<file path="src/rtl/line_compactor.sv">
`default_nettype none
// ============================================================================
//  Module   : line_compactor
//  Purpose  : Scans a line-based playfield held in external grid memory from
//             the bottom row upward, removes every full line, shifts the
//             remaining lines down and zero-fills the vacated rows at the top.
//  Options  : LINE_CLEAR_SCORE_EN - when defined, accumulates a saturating
//             score of lines_cleared^2 per completed operation.
//  Revision : 1.0 - initial release
// ============================================================================
module line_compactor #(
  parameter int DATA_W      = 8,
  parameter int ADDR_W      = 8,
  parameter int LINE_WIDTH  = 10,
  parameter int NUM_LINES   = 20,
  parameter int LINE_STRIDE = 12,
  parameter int BASE_ADDR   = 1
) (
  input  logic                           clk,
  input  logic                           rst,
  input  logic                           start,
  input  logic [DATA_W-1:0]              data_in,
  output logic                           busy,
  output logic                           done,
  output logic [$clog2(NUM_LINES+1)-1:0] lines_cleared,
  output logic                           we,
  output logic [ADDR_W-1:0]              addr,
  output logic [DATA_W-1:0]              data_out,
  output logic [15:0]                    score
);

  localparam int CNT_W = $clog2(NUM_LINES+1);
  // Row indices carry one extra MSB so "passed row 0" shows up as a set sign bit.
  localparam int ROW_W = $clog2(NUM_LINES) + 1;
  localparam int COL_W = $clog2(LINE_WIDTH+1);

  localparam logic [ROW_W-1:0] LAST_ROW = ROW_W'(NUM_LINES-1);
  localparam logic [COL_W-1:0] LAST_COL = COL_W'(LINE_WIDTH-1);
  localparam logic [COL_W-1:0] FULL_CNT = COL_W'(LINE_WIDTH);

  typedef enum logic [2:0] {
    S_IDLE  = 3'd0,
    S_CHECK = 3'd1,
    S_COPY  = 3'd2,
    S_FILL  = 3'd3,
    S_DONE  = 3'd4
  } state_t;

  state_t             state_q, state_d;
  logic [ROW_W-1:0]   src_q, src_d;
  logic [ROW_W-1:0]   dst_q, dst_d;
  logic [COL_W-1:0]   col_q, col_d;
  logic [COL_W-1:0]   cnt_q, cnt_d;
  logic               phase_q, phase_d;
  logic [CNT_W-1:0]   lines_q, lines_d;
  logic [CNT_W-1:0]   lines_cleared_q;

  logic [ROW_W-1:0]   row_sel;
  logic [COL_W-1:0]   col_sel;
  logic               addr_en;
  logic               row_done;
  logic [COL_W-1:0]   cnt_now;

  // Occupied-cell count including the cell arriving this cycle.
  assign cnt_now = cnt_q + COL_W'(data_in != '0);

  // Next-state, datapath updates and memory-port outputs.
  always_comb begin
    state_d  = state_q;
    src_d    = src_q;
    dst_d    = dst_q;
    col_d    = col_q;
    cnt_d    = cnt_q;
    phase_d  = phase_q;
    lines_d  = lines_q;
    busy     = (state_q != S_IDLE);
    done     = 1'b0;
    we       = 1'b0;
    data_out = '0;
    row_sel  = '0;
    col_sel  = '0;
    addr_en  = 1'b0;
    row_done = 1'b0;

    case (state_q)
      S_IDLE: begin
        if (start) begin
          src_d   = LAST_ROW;
          dst_d   = LAST_ROW;
          lines_d = '0;
          col_d   = '0;
          cnt_d   = '0;
          state_d = S_CHECK;
        end
      end

      S_CHECK: begin
        // Reads issue for columns 0..W-1; data lags one cycle, hence W+1 cycles.
        row_sel = src_q;
        col_sel = col_q;
        addr_en = (col_q != FULL_CNT);
        if (col_q != '0) begin
          cnt_d = cnt_now;
        end
        col_d = col_q + COL_W'(1);
        if (col_q == FULL_CNT) begin
          col_d = '0;
          cnt_d = '0;
          if (cnt_now == FULL_CNT) begin
            lines_d  = lines_q + CNT_W'(1);
            src_d    = src_q - ROW_W'(1);
            row_done = 1'b1;
          end else if (src_q == dst_q) begin
            src_d    = src_q - ROW_W'(1);
            dst_d    = dst_q - ROW_W'(1);
            row_done = 1'b1;
          end else begin
            phase_d = 1'b0;
            state_d = S_COPY;
          end
        end
      end

      S_COPY: begin
        addr_en = 1'b1;
        col_sel = col_q;
        if (!phase_q) begin
          row_sel = src_q;
          phase_d = 1'b1;
        end else begin
          row_sel  = dst_q;
          we       = 1'b1;
          data_out = data_in;
          phase_d  = 1'b0;
          col_d    = col_q + COL_W'(1);
          if (col_q == LAST_COL) begin
            col_d    = '0;
            src_d    = src_q - ROW_W'(1);
            dst_d    = dst_q - ROW_W'(1);
            row_done = 1'b1;
          end
        end
      end

      S_FILL: begin
        addr_en = 1'b1;
        row_sel = dst_q;
        col_sel = col_q;
        we      = 1'b1;
        col_d   = col_q + COL_W'(1);
        if (col_q == LAST_COL) begin
          col_d = '0;
          dst_d = dst_q - ROW_W'(1);
          if (dst_q == '0) begin
            state_d = S_DONE;
          end
        end
      end

      S_DONE: begin
        done    = 1'b1;
        state_d = S_IDLE;
      end

      default: begin
        state_d = S_IDLE;
      end
    endcase

    // After finishing a row: keep scanning, or clear leftover top rows, or finish.
    if (row_done) begin
      if (src_d[ROW_W-1]) begin
        state_d = dst_d[ROW_W-1] ? S_DONE : S_FILL;
      end else begin
        state_d = S_CHECK;
      end
    end
  end

  // Address arithmetic wraps naturally at ADDR_W bits.
  assign addr = addr_en ? (ADDR_W'(BASE_ADDR)
                           + ADDR_W'(row_sel) * ADDR_W'(LINE_STRIDE)
                           + ADDR_W'(col_sel))
                        : '0;

  // State and datapath registers.
  always_ff @(posedge clk or posedge rst) begin
    if (rst) begin
      state_q <= S_IDLE;
      src_q   <= '0;
      dst_q   <= '0;
      col_q   <= '0;
      cnt_q   <= '0;
      phase_q <= 1'b0;
      lines_q <= '0;
    end else begin
      state_q <= state_d;
      src_q   <= src_d;
      dst_q   <= dst_d;
      col_q   <= col_d;
      cnt_q   <= cnt_d;
      phase_q <= phase_d;
      lines_q <= lines_d;
    end
  end

  // Publish the result once per operation; it holds until the next completion.
  always_ff @(posedge clk or posedge rst) begin
    if (rst) begin
      lines_cleared_q <= '0;
    end else if (state_q == S_DONE) begin
      lines_cleared_q <= lines_q;
    end
  end

  assign lines_cleared = lines_cleared_q;

`ifdef LINE_CLEAR_SCORE_EN
  logic [15:0] score_q;
  logic [31:0] score_sum;

  assign score_sum = 32'(score_q) + 32'(lines_q) * 32'(lines_q);

  // Saturating score accumulation at each completion.
  always_ff @(posedge clk or posedge rst) begin
    if (rst) begin
      score_q <= '0;
    end else if (state_q == S_DONE) begin
      score_q <= (score_sum > 32'h0000_FFFF) ? 16'hFFFF : score_sum[15:0];
    end
  end

  assign score = score_q;
`else
  assign score = '0;
`endif

endmodule
`default_nettype wire

</file>
<file path="config.mk">
export PLATFORM = sky130hd
export DESIGN_NAME = line_compactor
export DESIGN_NICKNAME = d
export VERILOG_FILES = /design/src/rtl/line_compactor.sv
export SDC_FILE = /design/constraint.sdc
export NUM_CORES = 1
export LEC_CHECK = 0
export ABC_AREA = 1
export BUFFER_PORTS_ARGS = -buffer_cell sky130_fd_sc_hd__buf_2
export CAP_MARGIN = 20
export CORE_ASPECT_RATIO = 0.7
export CORE_UTILIZATION = 48
export DETAILED_ROUTE_END_ITERATION = 8
export GPL_TIMING_DRIVEN = 0
export PLACE_DENSITY = 0.73
export SLEW_MARGIN = 10
export SYNTH_ARGS = -nofsm -noshare
export SYNTH_HDL_FRONTEND = slang
export SYNTH_SLANG_ARGS = --single-unit
</file>
<file path="constraint.sdc">
create_clock -name clk -period 2.5 [get_ports clk]
set_input_delay 0 -clock clk [delete_from_list [all_inputs] [get_ports clk]]
set_output_delay 0 -clock clk [all_outputs]
set_load 0.02 [all_outputs]
</file>
Yosys cells after proc, flatten, opt, wreduce, memory -nomap -nowiden
Index checks and enable logic that the tools add are counted.

Register bits: 34. Bits of input ports: 11. Output and inout port bits: 40. Word-level logic and storage cells: 119.

Add/sub/neg operators: 7. Multiply operators: 1. Equality and inequality tests: 26. Mux-type cells: 57. Reductions and logical operators: 18.

Operators with widths (count): $mux 6 (13); $pmux 6 s3 (2); $mux 4 (7); $mux 3 (9); $mux 8 (3); $ne 3x3->1 const B (8); $pmux 6 s4 (1); $ne 2x2->1 const B (9); $pmux 4 s4 (1); $mux 5 (3); $eq 4x4->1 const B (3); $pmux 3 s4 (1); $reduce_and 6->1 (2); $sub 6x1->6 const B (2); $mux 1 (11); $pmux 5 s2 (1); $add 1x8->8 const A (1); $add 8x4->8 (1); $pmux 1 s2 (4); $pmux 4 s2 (1); $reduce_and 4->1 (2); $reduce_bool 4->1 (2); $reduce_bool 8->1 (1); $reduce_and 7->1 (1); other kinds (16) (20).

Longest topological paths before layout
Gate-level depths: netlist (run 1).

Depth after elaboration: 9. Depth in mapped cells: 16. Gate-level depth less buffers: 16.

Worst setup path after synthesis (run 1)
OpenSTA, ideal clock, no wires.

Path type: register to output. Start point: register state_q[2]. End point: output addr[7]. Data arrival time: 2.794 ns. Data required time: 2.500 ns. Slack: -0.294 ns. Stages on the path, launching flop included: 16. Path buffers: 0. Cells stage by stage: dfrtp_1 > inv_2 > nand2_4 > inv_4 > nand2_8 > nor2_8 > nor2_8 > o22ai_1 > ha_1 > inv_1 > fa_1 > xnor2_1 > nand3_1 > o21ai_0 > nand3_1 > a21oi_1.

Longest elaborated chain between the ends: 6. Elaborated cells between the ends (all ways): 12. Those cells by class: 2 x add/sub; 1 x mul; 3 x eq/ne; 4 x mux; 2 x reduce/logical.

Ends and longest elaborated chain: start: declaration (line 49) `state_t state_q, state_d;`; start signal: assignment (line 197) `state_q <= state_d;`; $eq 3x2->1 or $eq 3x1->1 (tied branches) (line 85) `case (state_q)`; $pmux 6 s3 (line 85); $mul 6x2->6 (line 182) `+ ADDR_W'(row_sel) * ADDR_W'(LINE_STRIDE)`; $add 1x8->8 (line 182); $add 8x4->8 (line 183) `+ ADDR_W'(col_sel))`; $mux 8 * (line 181) `assign addr = addr_en ? (ADDR_W'(BASE_ADDR)`; end: declaration (line 27) `output logic [ADDR_W-1:0] addr,`.

Every way passes the cells marked *; elsewhere a longest branch is shown, timed or not.

Worst setup path in the final report (run 1)
Same ends and word-level chain as after synthesis.

==> impl_metrics.csv, run 1 <==
group,metric,value,unit
routing,initialDrtViolationCount,158,
grt,grt_usage,24.40,%
layout,nNetsFinal,513,
timing,timing.final.crit_period,2.957,ns
worst_hold_path,worstHoldPathCells,4,
routing,via_count,2834,
grt,grt_remaining_overflow,0,
logic_synthesis,synth.most_common_cell,"nand2_1",
routing,met2_length,3354,um
logic_synthesis,synth-edff-count,0,
logic_synthesis,synth.yosys.warnings,0,
routing,route.met3.wl,427,um
floorplan,core.rowCount,23,
worst_setup_path,ff2ff_path_depth,10,
clock_tree,cts_buffers,5,
grt,grt_antenna_before_repair,0,
routing,dr.pass1.iters,4,
worst_setup_path,critical-path-slowest-cell,"dfrtp_2",
run,max_cap_check_violation_count,0,
worst_setup_path,path_cells,"buf_12, nor3_4, nor2_8, buf_6, o22ai_4, inv_2, fa_2, xnor2_2, nand3_4, o21ai_1, nand3_1, a21oi_4, buf_6",
worst_setup_path,timing.critical_path.slowest_cell_delay,0.45,ns
placement,placed_cells,524,
worst_setup_path,cp.buffers_inverters,4,
timing,maxSlewViolCount,0,
worst_setup_path,critical_path_class,"flip-flop to output pin",
routing,drt-vias-per-instance,5.025,
layout,area_of_combinational_cells_with_multiple_inputs,1884,sq um
worst_setup_path,critical_path.most_common_cell,"buf_6",
worst_setup_path,path_depth,13,
floorplan,die_x,94.41,um
logic_synthesis,post_synth_num_cell_types,46,
clock_tree,cts.sinks,34,
logic_synthesis,netlist.top_cell.by_area,"dfrtp_1",
worst_setup_path,worstPathMaxFanout,5,
floorplan,io_pins,51,
clock_tree,clock_path_buffers,2,
timing,worst_clock_skew,0.007862,ns
clock_tree,cts.htree.levels,2,
grt,grt_start_max_net_pins,35,
placement,routabilityCongestion,0.8700,
layout,diodes,0,
logic_synthesis,post_synth_most_frequent_cells,"nand2_1, inv_1, nor2_1",
routing,dr.max_layer_used,"met4",
logic_synthesis,synthesized_netlist_cell_count,400,
logic_synthesis,ys_seq_elements,34,
logic_synthesis,synth_async_sr_flop_share,100.0,%
floorplan,core-area,5756,sq um
clock_tree,path_clk_slew,0.07,ns
layout,final_layout_size_suffix_gt1_share,33.33,%
routing,remaining_drc_errors,0,
grt,grt_first_pass_wirelength,11650,um
logic_synthesis,seq_area_frac_synth,29.66,%
logic_synthesis,yosys-top-cells-area,"dfrtp_1, nand2_1, inv_1",
logic_synthesis,synth_top_area_share,29.66,%
timing,finalWorstSetupSlack,-0.4568,ns
logic_synthesis,syn_area_per_cell,7.173,sq um
grt,via_count_of_the_first_global_routing_pass,2565,
timing,fraction_of_the_cycle_the_final_worst_path_needs,118.3,%
worst_hold_path,worst_hold_path_endpoint,"src_q[3]",
layout,final_cells,564,
timing,grt_setup_unrepaired,"true",
worst_setup_path,worst_r2r_endpoint,"lines_q[4]",
worst_setup_path,worst-endpoint-required,2.50,ns
worst_setup_path,worst_r2r_startpoint,"cnt_q[0]",
placement,detailedPlacementHpwl,4978,um
floorplan,die_h,66.69,um
clock_tree,cts_tree,"done",
worst_setup_path,rrSetupSlack,0.27,ns
logic_synthesis,ys.flop_type,"dfrtp_1",
run_status,violations,"negative setup slack",
floorplan,design.die.area,6295,sq um
layout,fillerInstances,476,
worst_setup_path,worst_setup_path_start_kind,"flip-flop",
routing,route.antenna.remaining_nets,0,
clock_tree,clk_root_buffer_cell,"clkbuf_8",
floorplan,initial_utilization,49.85,%
timing,final-setup-viol-count,4,
layout,register_area,854.6,sq um
routing,wirelength,7341,um
logic_synthesis,syn-cell-area,2869,sq um
timing,max-slew-margin-rel,50.73,%
placement,numPortBuffers,34,
routing,wire_length_per_cell_after_detailed_routing,13.02,um
timing,tightest_slew,0.7380,ns
worst_hold_path,min_path_type,"input port to flip-flop",
timing,finalHoldWorstSlack,0.1174,ns
worst_hold_path,worstHoldStart,"start",
timing,timing.fmax,0.3382,GHz
run_status,run_status,"finished with violations",
timing,timing.final.hold_violations,0,
worst_setup_path,cp.arrival,2.96,ns
worst_setup_path,timing.critical_path.max_delay_family,"simple AND/OR/NAND/NOR gates",
routing,wl_met1,3458,um
clock_tree,clock_insertion_delay_worst_skew,0.30,ns
layout,flow.area_growth_from_synthesis,33.14,%
worst_setup_path,endpoint_kind,"output pin",
==> area by class of cell <==
type                            instances  share of cell area (%)
Buffer                                 19                   3.767
Clock inverter                          1                  0.1310
Tap cell                               75                   2.457
Multi-Input combinational cell        292                   49.33
Clock buffer                            7                   2.260
Timing Repair Buffer                   66                   12.35
Sequential cell                        34                   22.37
Inverter                               70                   7.337
==> layout by cell type, fill, tap and decap left out, types with 5 or more instances in the layout <==
master | netlist | routed
nand2_2 | 2 | 5
buf_4 | 16 | 43
dfrtp_1 | 34 | 31
nor2_1 | 44 | 42
nand3_1 | 28 | 25
ha_1 | 13 | 9
inv_2 | 7 | 12
nand2_1 | 88 | 85
xor2_1 | 7 | 6
conb_1 | 1 | 16
nand4_1 | 5 | 5
clkbuf_8 | 0 | 6
o21ai_0 | 19 | 17
buf_2 | 1 | 30
buf_6 | 1 | 10
inv_1 | 61 | 53
a21oi_1 | 11 | 9
==> registers in the layout, summed over array words and instances (netlist names) <==
signal	count
dst_q	6
src_q	6
lines_cleared	5
lines_q	5
cnt_q	4
col_q	4
state_q	3
phase_q	1
==> how the worst max path moves through the flow <==
stage               start       to  slack (ns)
3_3_place_gp   state_q[2]  addr[7]       -0.28
5_1_grt        state_q[1]  addr[7]       -0.59
2_1_floorplan  state_q[2]  addr[7]        0.02
6_report       state_q[2]  addr[7]       -0.46
4_1_cts        state_q[2]  addr[7]       -0.48
3_5_place_dp   state_q[2]  addr[7]       -0.31
==> metrics by stage <==
step	setup TNS (ns)	setup WS [ns]	utilization (%)	cell area (sq um)
4_1_cts	-1.167	-0.4828	61.74	3553
3_5_place_dp	-0.4754	-0.3123	56.15	3232
6_report	-1.295	-0.4568	66.37	3820
2_1_floorplan	0	0.01726	-	2968
3_3_place_gp	-0.3962	-0.2843	56.15	3232
5_1_grt	-1.743	-0.5865	66.37	3820
==> what timing repair did <==
action	4_1_cts	5_1_grt
setup buffers	16	17
cloned	0	0
hold buffers	1	0
setup endpoints to repair	5	7
endpoints found under the hold margin	34	0
pin swaps	14	10
resized for setup	26	34
==> worst min-delay path, stage by stage <==
cell,delay [ns]
buf_2,0.09
inv_1,0.10
nor2_4,0.08
nor2_1,0.10
==> layer usage <==
layer / vias to the layer above / global-route usage (%)
met3: 14 / 5.822
met4: 0 / 9.423
li1: 1435 / -
met1: 1295 / 32.89
met5: - / 0
met2: 90 / 37.68
==> cells by family after synthesis <==
| kind of cell | synth area share (%) |
|---|---|
| xor gates and xnor gates | 3.925 |
| other | 0.1307 |
| adders and majority gates | 6.367 |
| buffers and inverters | 14.26 |
| AOI/OAI and AO/OA | 13.56 |
| DFF | 29.66 |
| and+or+nand+nor | 32.10 |
Power of run 1 is not shown: default switching activity piles up to over one toggle a cycle in this logic, so the estimate is an artifact.
==> inputs of run 2 (changes only) <==
- PLACE_DENSITY: 0.73 -> 0.8
- RECOVER_POWER: default -> 25
==> run 2 against run 1 <==
Compared with the run above: the run still ends with negative setup slack left; sequential cell count stayed put; global-route usage is 0.55 points higher; sequential share of layout area is 0.62 points higher; critical path depth is 3 higher; setup slack better by 0.013 ns; fmax is 0.44% higher; final area is 2.7% lower; hold slack worse by 0.028 ns.
==> impl_metrics.csv, run 2 (synthesis results as in run 1) <==
group,metric,value,unit
run_status,run_status,"finished with violations",
clock_tree,cts_buffers,5,
floorplan,core-area,5756,sq um
layout,register_area,854.6,sq um
timing,worst_clock_skew,0.004337,ns
clock_tree,cts.htree.levels,2,
layout,diodes,0,
clock_tree,clock_insertion_delay_worst_skew,0.30,ns
worst_setup_path,timing.critical_path.to,"addr[7]",
worst_setup_path,path_depth,16,
routing,initialDrtViolationCount,248,
grt,via_count_of_the_first_global_routing_pass,2607,
layout,mostFrequentLayoutCell,"nand2_1",
layout,fillerInstances,478,
worst_setup_path,critical_path.startpoint,"state_q[1]",
timing,maxSlewViolCount,0,
grt,grt_usage,24.94,%
grt,grt_first_pass_wirelength,12000,um
timing,fraction_of_the_cycle_the_final_worst_path_needs,117.7,%
worst_setup_path,worst_setup_path_start_kind,"flip-flop",
timing,timing.fmax,0.3397,GHz
routing,wire_length_per_cell_after_detailed_routing,13.25,um
worst_setup_path,critical_path_class,"flip-flop to output pin",
floorplan,core.rowCount,23,
run_status,violations,"negative setup slack",
grt,grt_start_max_net_pins,35,
timing,final-setup-viol-count,4,
timing,tightest_slew,1.307,ns
worst_setup_path,ff2ff_path_depth,10,
layout,mostFrequentLayoutCells,"nand2_1, inv_1, nor2_1",
clock_tree,clk_root_buffer_cell,"clkbuf_8",
grt,grt_remaining_overflow,0,
worst_setup_path,cp.arrival,2.94,ns
layout,final_layout_size_suffix_gt1_share,30.29,%
timing,finalWorstSetupSlack,-0.4437,ns
worst_setup_path,path_cells,"inv_4, nand3_4, inv_2, a21oi_4, buf_6, o22ai_4, ha_4, inv_2, fa_2, xnor2_2, nand3_2, nor2_1, nand2_1, a21o_1, a21oi_4, buf_4",
routing,wirelength,7380,um
worst_setup_path,endpoint_kind,"output pin",
worst_setup_path,worst_r2r_endpoint,"lines_q[4]",
placement,detailedPlacementHpwl,5162,um
placement,routabilityCongestion,0.9059,
clock_tree,clock_path_buffers,2,
worst_setup_path,worst-endpoint-required,2.50,ns
layout,layout_top_registers,"dst_q x6, src_q x6",
floorplan,design.die.area,6295,sq um
timing,max-slew-margin-rel,12.76,%
routing,dr.pass1.iters,6,
clock_tree,cts.sinks,34,
worst_setup_path,critical-path-slowest-cell,"dfrtp_2",
worst_hold_path,min_path_type,"input port to flip-flop",
placement,numPortBuffers,34,
clock_tree,cts_tree,"done",
worst_setup_path,timing.critical_path.slowest_cell_delay,0.48,ns
floorplan,die_h,66.69,um
run,max_cap_check_violation_count,0,
floorplan,initial_utilization,49.85,%
worst_setup_path,worstPathMaxFanout,3,
clock_tree,path_clk_slew,0.07,ns
worst_setup_path,timing.critical_path.max_delay_family,"compound AO/OA/AOI/OAI gates",
timing,timing.final.hold_violations,0,
floorplan,die_x,94.41,um
grt,grt_antenna_before_repair,0,
routing,remaining_drc_errors,0,
layout,final_core_utilization,64.59,%
layout,area_of_combinational_cells_with_multiple_inputs,1849,sq um
worst_setup_path,cp.buffers_inverters,5,
layout,flow.area_growth_from_synthesis,29.57,%
routing,drt-vias-per-instance,5.215,
layout,nNetsFinal,506,
timing,grt_setup_unrepaired,"true",
routing,via_count,2905,
timing,finalHoldWorstSlack,0.08924,ns
worst_setup_path,rrSetupSlack,0.21,ns
timing,timing.final.crit_period,2.944,ns
worst_setup_path,worst_r2r_startpoint,"cnt_q[0]",
floorplan,io_pins,51,
routing,route.antenna.remaining_nets,0,
-- run 2: timing repair --
action                                 CTS  global route
gates cloned                             1             0
pin swaps                                8             7
endpoints found under the hold margin   34             0
resized for setup                       27            17
setup endpoints to repair                5             7
hold buffers                             1             0
setup buffers                           20             5
-- run 2: worst min path at each step --
stage          slack [ns]  cells past startpoint          end        from
6_report             0.09                      4   lines_q[4]       start
5_1_grt              0.11                      4   lines_q[4]       start
4_1_cts              0.10                      4   lines_q[4]       start
3_5_place_dp         0.17                      2     cnt_q[0]         rst
3_3_place_gp         0.34                      4  data_out[4]  data_in[4]
2_1_floorplan        0.14                      1     cnt_q[0]         rst
-- run 2: per-stage QoR --
| step | setup WS, ns | instances | setup TNS (ns) | cell area, sq um |
|---|---|---|---|---|
| 4_1_cts | -0.4582 | 553 | -0.9650 | 3630 |
| 2_1_floorplan | 0.01726 | 415 | 0 | 2968 |
| 5_1_grt | -0.5928 | 557 | -1.556 | 3717 |
| 3_3_place_gp | -0.2712 | 524 | -0.3590 | 3232 |
| 3_5_place_dp | -0.3353 | 524 | -0.5133 | 3232 |
| 6_report | -0.4437 | 557 | -1.034 | 3717 |
-- run 2: layout make-up --
class	count	area share, %
flip-flops and latches	34	22.99
plain buffers	19	3.803
inverters	70	7.472
clock inverters	1	0.8078
multi-input cells	293	49.75
clock buffers	7	2.322
well taps	75	2.524
repair buffers	58	10.33
-- run 2: worst reg2reg max path, cell delays in order, from the launching register on --
cell and delay [ns]:
dfrtp_1 0.39, ha_1 0.25, ha_1 0.20, xnor2_1 0.19, nand3_1 0.29, nor2_2 0.32
o21ai_2 0.13, nor3_2 0.15, nand2_1 0.08, xor2_1 0.14, nor2_1 0.05
-- run 2: routing by layer --
layer	part of all wire [%]	track usage (%)
met1	45	32.70
met2	46	42.03
met3	7.5	5.479
met4	1.5	5.577
met5	0	0
Power of run 2 is left out for the same reason.
